==> config.mk <==
export PLATFORM = sky130hd
export DESIGN_NAME = instruction_fetch
export DESIGN_NICKNAME = d
export VERILOG_FILES = /design/src/rtl/fetch_pkg.sv /design/src/rtl/fetch_buffer.sv /design/src/rtl/instruction_fetch.sv
export SDC_FILE = /design/constraint.sdc
export NUM_CORES = 1
export LEC_CHECK = 0
export ABC_AREA = 1
export CAP_MARGIN = 5
export CORE_MARGIN = 1
export CORE_UTILIZATION = 44
export CTS_BUF_LIST = sky130_fd_sc_hd__clkbuf_8 sky130_fd_sc_hd__clkbuf_16
export DETAILED_ROUTE_END_ITERATION = 12
export GPL_ROUTABILITY_DRIVEN = 0
export GPL_TIMING_DRIVEN = 0
export PLACE_DENSITY = 0.9
export SYNTH_ARGS = -nofsm -noshare
export SYNTH_HDL_FRONTEND = slang
export SYNTH_HIERARCHICAL = 1
export SYNTH_SLANG_ARGS = --single-unit
==> constraint.sdc <==
create_clock -name clock -period 2.3 [get_ports clock]
set_input_delay 0.23 -clock clock [delete_from_list [all_inputs] [get_ports clock]]
set_output_delay 0.23 -clock clock [all_outputs]
set_load 0.01 [all_outputs]
==> src/rtl/fetch_pkg.sv <==
// Shared definitions for the instruction fetch stage: FSM states and default widths/addresses.
package fetch_pkg;

  localparam int          XLEN_DEFAULT     = 32;
  localparam logic [31:0] RESET_PC_DEFAULT = 32'h0000_0000;
  // Must match the default_increment of the PC Register feeding this stage.
  localparam int          PC_STEP          = 4;
  // Reserved for bubble insertion toward decode.
  localparam logic [31:0] NOP              = 32'h0000_0013;

  typedef enum logic [1:0] {
    ST_BOOT = 2'd0,
    ST_REQ  = 2'd1,
    ST_WAIT = 2'd2,
    ST_OUT  = 2'd3
  } fetch_state_e;

endpackage

==> src/rtl/fetch_buffer.sv <==
// Single-entry holding register for the fetched instruction and its address toward decode.
module fetch_buffer
  import fetch_pkg::*;
#(
  parameter int XLEN = XLEN_DEFAULT
) (
  input  logic            clock,
  input  logic            reset,
  input  logic            i_load,
  input  logic            i_clear,
  input  logic            i_consume,
  input  logic [XLEN-1:0] i_data,
  input  logic [XLEN-1:0] i_pc,
  output logic            o_valid,
  output logic [XLEN-1:0] o_data,
  output logic [XLEN-1:0] o_pc
);

  logic            r_valid;
  logic [XLEN-1:0] r_data;
  logic [XLEN-1:0] r_pc;

  // Clear (redirect) and consume both empty the entry; emptying wins over a load.
  always_ff @(posedge clock) begin
    if (reset) begin
      r_valid <= 1'b0;
      r_data  <= '0;
      r_pc    <= '0;
    end else if (i_clear || i_consume) begin
      r_valid <= 1'b0;
    end else if (i_load) begin
      r_valid <= 1'b1;
      r_data  <= i_data;
      r_pc    <= i_pc;
    end
  end

  assign o_valid = r_valid;
  assign o_data  = r_data;
  assign o_pc    = r_pc;

endmodule

==> src/rtl/instruction_fetch.sv <==
// Fetch stage: drives the PC Register, issues one instruction-memory request at a time and buffers the result.
module instruction_fetch
  import fetch_pkg::*;
#(
  parameter int              XLEN     = XLEN_DEFAULT,
  parameter logic [XLEN-1:0] RESET_PC = XLEN'(RESET_PC_DEFAULT)
) (
  input  logic            clock,
  input  logic            reset,
  input  logic [XLEN-1:0] pc,
  output logic            pc_inc,
  output logic            pc_load,
  output logic [XLEN-1:0] pc_next,
  input  logic            redirect_valid,
  input  logic [XLEN-1:0] redirect_target,
  output logic            imem_req,
  output logic [XLEN-1:0] imem_addr,
  input  logic            imem_ready,
  input  logic            imem_rvalid,
  input  logic [XLEN-1:0] imem_rdata,
  output logic            instr_valid,
  output logic [XLEN-1:0] instr_data,
  output logic [XLEN-1:0] instr_pc,
  input  logic            instr_ready
);

  fetch_state_e    r_state;
  fetch_state_e    w_stateNext;
  logic            r_drop;
  logic            w_dropNext;
  logic [XLEN-1:0] r_reqPc;
  logic            w_latchReqPc;
  logic            w_bufLoad;
  logic            w_bufClear;
  logic            w_bufConsume;
  logic [XLEN-1:0] w_redirectPc;

  assign w_redirectPc = redirect_target & ~XLEN'(3);

  always_ff @(posedge clock) begin
    if (reset) begin
      r_state <= ST_BOOT;
      r_drop  <= 1'b0;
      r_reqPc <= '0;
    end else begin
      r_state <= w_stateNext;
      r_drop  <= w_dropNext;
      if (w_latchReqPc) begin
        r_reqPc <= pc;
      end
    end
  end

  // Redirect outranks everything outside BOOT; an in-flight response after a redirect is dropped.
  always_comb begin
    w_stateNext  = r_state;
    w_dropNext   = r_drop;
    w_latchReqPc = 1'b0;
    w_bufLoad    = 1'b0;
    w_bufClear   = 1'b0;
    w_bufConsume = 1'b0;
    pc_inc       = 1'b0;
    pc_load      = 1'b0;
    pc_next      = '0;
    imem_req     = 1'b0;
    imem_addr    = pc;

    unique case (r_state)
      ST_BOOT: begin
        pc_load     = 1'b1;
        pc_next     = RESET_PC;
        w_stateNext = ST_REQ;
      end

      ST_REQ: begin
        imem_req = 1'b1;
        if (redirect_valid) begin
          pc_load = 1'b1;
          pc_next = w_redirectPc;
          if (imem_ready) begin
            w_dropNext  = 1'b1;
            w_stateNext = ST_WAIT;
          end
        end else if (imem_ready) begin
          pc_inc       = 1'b1;
          w_latchReqPc = 1'b1;
          w_stateNext  = ST_WAIT;
        end
      end

      ST_WAIT: begin
        if (redirect_valid) begin
          pc_load = 1'b1;
          pc_next = w_redirectPc;
          if (imem_rvalid) begin
            w_dropNext  = 1'b0;
            w_stateNext = ST_REQ;
          end else begin
            w_dropNext = 1'b1;
          end
        end else if (imem_rvalid) begin
          if (r_drop) begin
            w_dropNext  = 1'b0;
            w_stateNext = ST_REQ;
          end else begin
            w_bufLoad   = 1'b1;
            w_stateNext = ST_OUT;
          end
        end
      end

      ST_OUT: begin
        if (redirect_valid) begin
          pc_load     = 1'b1;
          pc_next     = w_redirectPc;
          w_bufClear  = 1'b1;
          w_stateNext = ST_REQ;
        end else if (instr_ready) begin
          w_bufConsume = 1'b1;
          w_stateNext  = ST_REQ;
        end
      end

      default: begin
        w_stateNext = ST_BOOT;
      end
    endcase
  end

  fetch_buffer #(
    .XLEN(XLEN)
  ) u_fetchBuffer (
    .clock    (clock),
    .reset    (reset),
    .i_load   (w_bufLoad),
    .i_clear  (w_bufClear),
    .i_consume(w_bufConsume),
    .i_data   (imem_rdata),
    .i_pc     (r_reqPc),
    .o_valid  (instr_valid),
    .o_data   (instr_data),
    .o_pc     (instr_pc)
  );

endmodule

==> results of run 1 <==
## state kept, by name (all words and copies together), names as in the netlist
signal / count
r_state: 2
u_fetchBuffer/o_valid: 1
r_reqPc: 32
u_fetchBuffer/o_pc: 32
u_fetchBuffer/o_data: 32
r_drop: 1
## cell type report
type,instances,area share
clock inverters,6,0.006474
plain buffers,84,0.07669
inverters,76,0.03851
well taps,136,0.02258
multi-input cells,456,0.2678
clock buffers,9,0.01643
flip-flops and latches,100,0.2659
repair buffers,228,0.3056
## worst max-delay path, delay by kind of cell (launching register included)
| family | cells | cell delay (ps) |
|---|---|---|
| adders and majority gates | 1 | 240 |
| buffers and inverters | 3 | 860 |
| DFF | 1 | 410 |
| and+or+nand+nor | 1 | 130 |
## synthesized netlist by cell type
library cell	number	area [sq um]
ha_1	6	75.07
inv_4	2	12.51
buf_1	4	15.01
a21boi_0	1	7.510
inv_2	1	3.750
o21ai_1	13	65.06
nor2_2	1	6.260
buf_6	10	112.6
nand2_1	108	405.4
conb_1	1	3.750
nand3_1	67	335.3
o21ai_0	21	105.1
inv_1	73	274.0
nor2_1	169	634.4
buf_4	41	307.8
or2_2	1	6.260
buf_2	17	85.08
a21oi_1	66	330.3
clkbuf_1	9	33.78
nand3_4	1	17.52
dfxtp_1	100	2002
clkbuf_2	3	15.01
## path summary, 6_finish.rpt
check / from / to / slack, ps / cells past startpoint
hold / removal: redirect_valid / r_drop / 350 / 5
setup reg to reg: r_state[0] / u_fetchBuffer/o_data[10] / 480 / 9
hold reg to reg: u_fetchBuffer/o_pc[26] / u_fetchBuffer/o_pc[26] / 490 / 2
setup / recovery: r_state[0] / pc_next[14] / 90 / 5
## through the flow
step	hold WS, ps	cell area (sq um)
2_1_floorplan	302.4	4857
4_1_cts	321.0	7501
3_5_place_dp	466.8	7310
6_report	350.9	7537
3_3_place_gp	458.2	7310
5_1_grt	351.0	7537
## power by group
part           switching [mW]  leakage (nW)  internal, mW
Clock                   0.623        0.0836         0.399
Combinational           0.768          2.42         0.800
Sequential             0.0855         0.811          1.88
## logic make-up (layout without fill, tap and decap cells)
group | Yosys count | in the layout | synth area share
AND/OR/NAND/NOR | 347 | 347 | 0.2895
buffers and inverters | 160 | 403 | 0.1771
AO/OA/AOI/OAI | 101 | 101 | 0.1047
flip-flops | 100 | 100 | 0.4125
adder cells (fa/ha/maj) | 6 | 6 | 0.01547
other | 1 | 2 | 0.0007727
## routing by layer
layer / track usage / routed length [microns] / vias to the layer above
met5: 0 / 0 / -
met3: 0.04073 / 794 / 19
met4: 0.08806 / 268 / 0
met2: 0.4401 / 7204 / 155
met1: 0.2925 / 6054 / 2285
li1: - / - / 2656
==> impl_metrics.tcl, run 1 <==
set metrics [dict create \
    ant_nets 0 \
    antennaDiodeCount 0 \
    routed-via-count 5115 \
    endpoint_kind "output pin" \
    postSynthCellCount 715 \
    setup_viol 0 \
    syn_area_per_cell_sq_um 6.788 \
    final_common_cell "clkdlybuf4s50_1" \
    pin_count 234 \
    hp-class "in -> reg" \
    grt_pass1_wl_microns 22100 \
    drt_first_iter_violations 262 \
    cp_cell_sequence "inv_1, ha_1, clkbuf_4, nor2_1, clkdlybuf4s50_1" \
    min_period_over_period 0.9625 \
    cp_max_fo 10 \
    power_leakage_nw 3.314 \
    rsz0062_at_grt "yes" \
    fin_setup_tns_ps 0 \
    detailed_place_hpwl_microns 10890 \
    power_per_cell_area_nw_per_um2 604.4 \
    yosysWarnings 6 \
    design.die.area_sq_um 11450 \
    clock_path_buffers 2 \
    syn_to_final_growth_pct 55.30 \
    layout_common_cells "clkdlybuf4s50_1 (218), nor2_1 (165), nand2_1 (108)" \
    port_buffers 228 \
    grt_max_degree 18 \
    arrival_ps 1980 \
    seq_area_sq_um 2004 \
    grt_pass1_vias 4645 \
    drc 0 \
    numCtsBuffers 9 \
    cts-resized-gates 8 \
    pre_cts_ws_ps 183.9 \
    start_util 0.4618 \
    ctsHoldBuffers 0 \
    gr-total-overflow 0 \
    grt.total_usage 0.2451 \
    synth-seq-cells 100 \
    clock-sinks 100 \
    ir_worst_vdd_mv 0.2995 \
    path_clk_slew_ps 90 \
    run_status "finished, final reports clean" \
    start_kind "register" \
    syn_area_sq_um 4853 \
    fin_skew_ps 16.97 \
    post_cts_buffers 0 \
    insertion_delay_ps 360 \
    slew_violations 0 \
    wire_per_inst_microns 13.08 \
    finalHoldViolCount 0 \
    fmax_mhz 451.7 \
    avgViaCountPerCell 4.671 \
    cp.required_ps 2070 \
    fin_util 0.7172 \
    rows 37 \
    multi_input_area_sq_um 2018 \
    antenna_found_initial 0 \
    coreArea_sq_um 10510 \
    h-tree-depth 3 \
    cts_tree "done" \
    fin_cells 1095 \
    crit_path_top_delay_cell "clkdlybuf4s50_1" \
    p_total_mw 4.555 \
    layout.nets 1063 \
    dp_cells 1080 \
    yosysSeqAreaShare 0.4125 \
    drive_gt1_frac 0.1064 \
    timing.final.ws_setup_ps 86.34 \
    fill_cells 873 \
    die_w_microns 107.0 \
    wirelength_microns 14320 \
    maxCapViolations 0 \
    synth_cell_types 22 \
    fp.dieH_microns 107.0 \
    critPathKind "reg -> out" \
    slowest_delay_ps 550 \
    cts-root-buf "clkbuf_8" \
    post-route-min-period_ps 2214 \
    firstDrtPassIters 4 \
]
(Power assumes the default switching activity.)
==> run 2: changes to the inputs <==
RECOVER_POWER = 50   (was not set)
==> run 2 against run 1 <==
Global-route usage did not move. Worst hold slack improved by 3.2 ps. Sequential power barely moved. Count of clock-buffer cells in the layout did not move. Register-to-register slack barely moved.
==> impl_metrics.tcl, run 2 (synthesis gave the netlist of run 1 again) <==
set metrics [dict create \
    start_kind "register" \
    syn_to_final_growth_pct 55.22 \
    ir_worst_vdd_mv 0.2964 \
    power_per_cell_area_nw_per_um2 599.7 \
    cts-resized-gates 8 \
    cp_max_fo 10 \
    crit_path_top_delay_cell "clkdlybuf4s50_1" \
    fin_skew_ps 15.78 \
    layout_common_cells "nor2_1 (165), clkdlybuf4s50_1 (142), nand2_1 (108)" \
    post_cts_buffers 0 \
    rows 37 \
    fill_cells 876 \
    wirelength_microns 14310 \
    start_util 0.4618 \
    hp-class "in -> reg" \
    timing.critical_path.buf_inv 3 \
    die_w_microns 107.0 \
    met2_wirelength_microns 7208 \
    wl_met1_microns 6023 \
    p_total_mw 4.518 \
    avgViaCountPerCell 4.685 \
    timing.final.ws_setup_ps 87.38 \
    setup_viol 0 \
    coreArea_sq_um 10510 \
    cts-root-buf "clkbuf_8" \
    ctsHoldBuffers 0 \
    slew_violations 0 \
    critPathKind "reg -> out" \
    r2r_cells 9 \
    power_leakage_nw 3.537 \
    drt_first_iter_violations 284 \
    holdWs_ps 354.1 \
    run_status "finished, final reports clean" \
    h-tree-depth 3 \
    antennaDiodeCount 0 \
    finalHoldViolCount 0 \
    maxCapViolations 0 \
    drive_gt1_frac 0.1032 \
    gr-total-overflow 0 \
    routed.top_layer "met4" \
    hold_end "r_drop" \
    clock_path_buffers 2 \
    pin_count 234 \
    timing.rr.start "r_state[0]" \
    startpoint "r_state[0]" \
    cp_cell_sequence "inv_1, ha_1, clkbuf_4, nor2_1, clkdlybuf4s50_1" \
    fin_cells 1095 \
    routed-via-count 5130 \
    fmax_mhz 452.0 \
    cts_tree "done" \
    wire_per_inst_microns 13.07 \
    min_period_over_period 0.9620 \
    numCtsBuffers 9 \
    fp.dieH_microns 107.0 \
    arrival_ps 1980 \
    clock-sinks 100 \
    grt_pass1_vias 4645 \
    port_buffers 228 \
    firstDrtPassIters 5 \
    final_common_cell "nor2_1" \
    worst_pin_slew_ps 520.7 \
    layout.nets 1063 \
    regToRegSetupSlack_ps 480 \
    insertion_delay_ps 360 \
    timing.rr.end "u_fetchBuffer/o_data[10]" \
    pre_cts_ws_ps 183.9 \
    cp.required_ps 2070 \
    rsz0062_at_grt "yes" \
    slew_headroom 0.6529 \
    detailed_place_hpwl_microns 10890 \
    path_clk_slew_ps 90 \
    antenna_found_initial 0 \
    grt.total_usage 0.2451 \
    design.die.area_sq_um 11450 \
    ant_nets 0 \
    slowest_delay_ps 550 \
    hp-start "redirect_valid" \
    grt_pass1_wl_microns 22100 \
    crit_family "buffers and inverters" \
    drc 0 \
    hold_depth 5 \
    endpoint_kind "output pin" \
    routed-wl-met3_microns 811 \
    post-route-min-period_ps 2213 \
    dp_cells 1080 \
    grt_max_degree 18 \
]
==> run 2: changes by cell type in the layout (fill, tap and decap cells not counted) <==
cell             before  now
clkdlybuf4s50_1     218  142
clkbuf_2              3    0
clkbuf_1              6    9
o21ai_1              13    4
o21ai_0              21   30
dlygate4sd3_1         0   76
==> run 2: worst max-delay path by stage <==
stage                                    end  slack, ps  depth (start not counted)
global route                     pc_next[14]        -20                          5
floorplan           u_fetchBuffer/o_data[22]        890                          9
global placement                      pc_inc        280                          6
finish                           pc_next[14]         90                          5
detailed placement                    pc_inc        180                          6
CTS                               pc_next[8]         10                          5
==> run 2: worst reg2reg max path, delay by kind of cell (launching register included) <==
kind	cells	cell delay, ps
AND/OR/NAND/NOR	5	520
flip-flops	1	370
buffers and inverters	3	670
adder cells (fa/ha/maj)	1	180
==> run 2: metrics by stage <==
stage	util	cell area, sq um	TNS (ps)
2_1_floorplan	-	4857	0
3_3_place_gp	0.6956	7310	0
3_5_place_dp	0.6956	7310	0
4_1_cts	0.7138	7501	0
5_1_grt	0.7169	7533	-30.09
6_report	0.7169	7533	0
==> run 2: layout make-up <==
type,count,area [sq um],share of cell area
Timing Repair Buffer,228,2303,0.3058
Multi-Input combinational cell,456,2018,0.2679
Sequential cell,100,2004,0.2661
Buffer,84,574.3,0.07623
Inverter,76,290.3,0.03853
Tap cell,136,170.2,0.02259
Clock buffer,9,123.9,0.01644
Clock inverter,6,48.80,0.006477
==> run 2: report_power, final <==
| group | switching [mW] | total [mW] | internal (mW) |
|---|---|---|---|
| logic | 0.768 | 1.54 | 0.770 |
| clock network | 0.620 | 1.02 | 0.399 |
| registers | 0.0824 | 1.96 | 1.88 |
| total | 1.47 | 4.52 | 3.05 |
==> run 2: layer usage <==
metal,global-route usage,up-vias
met5,0,-
met4,0.08806,0
met3,0.04073,19
met2,0.4401,164
met1,0.2925,2291
li1,-,2656
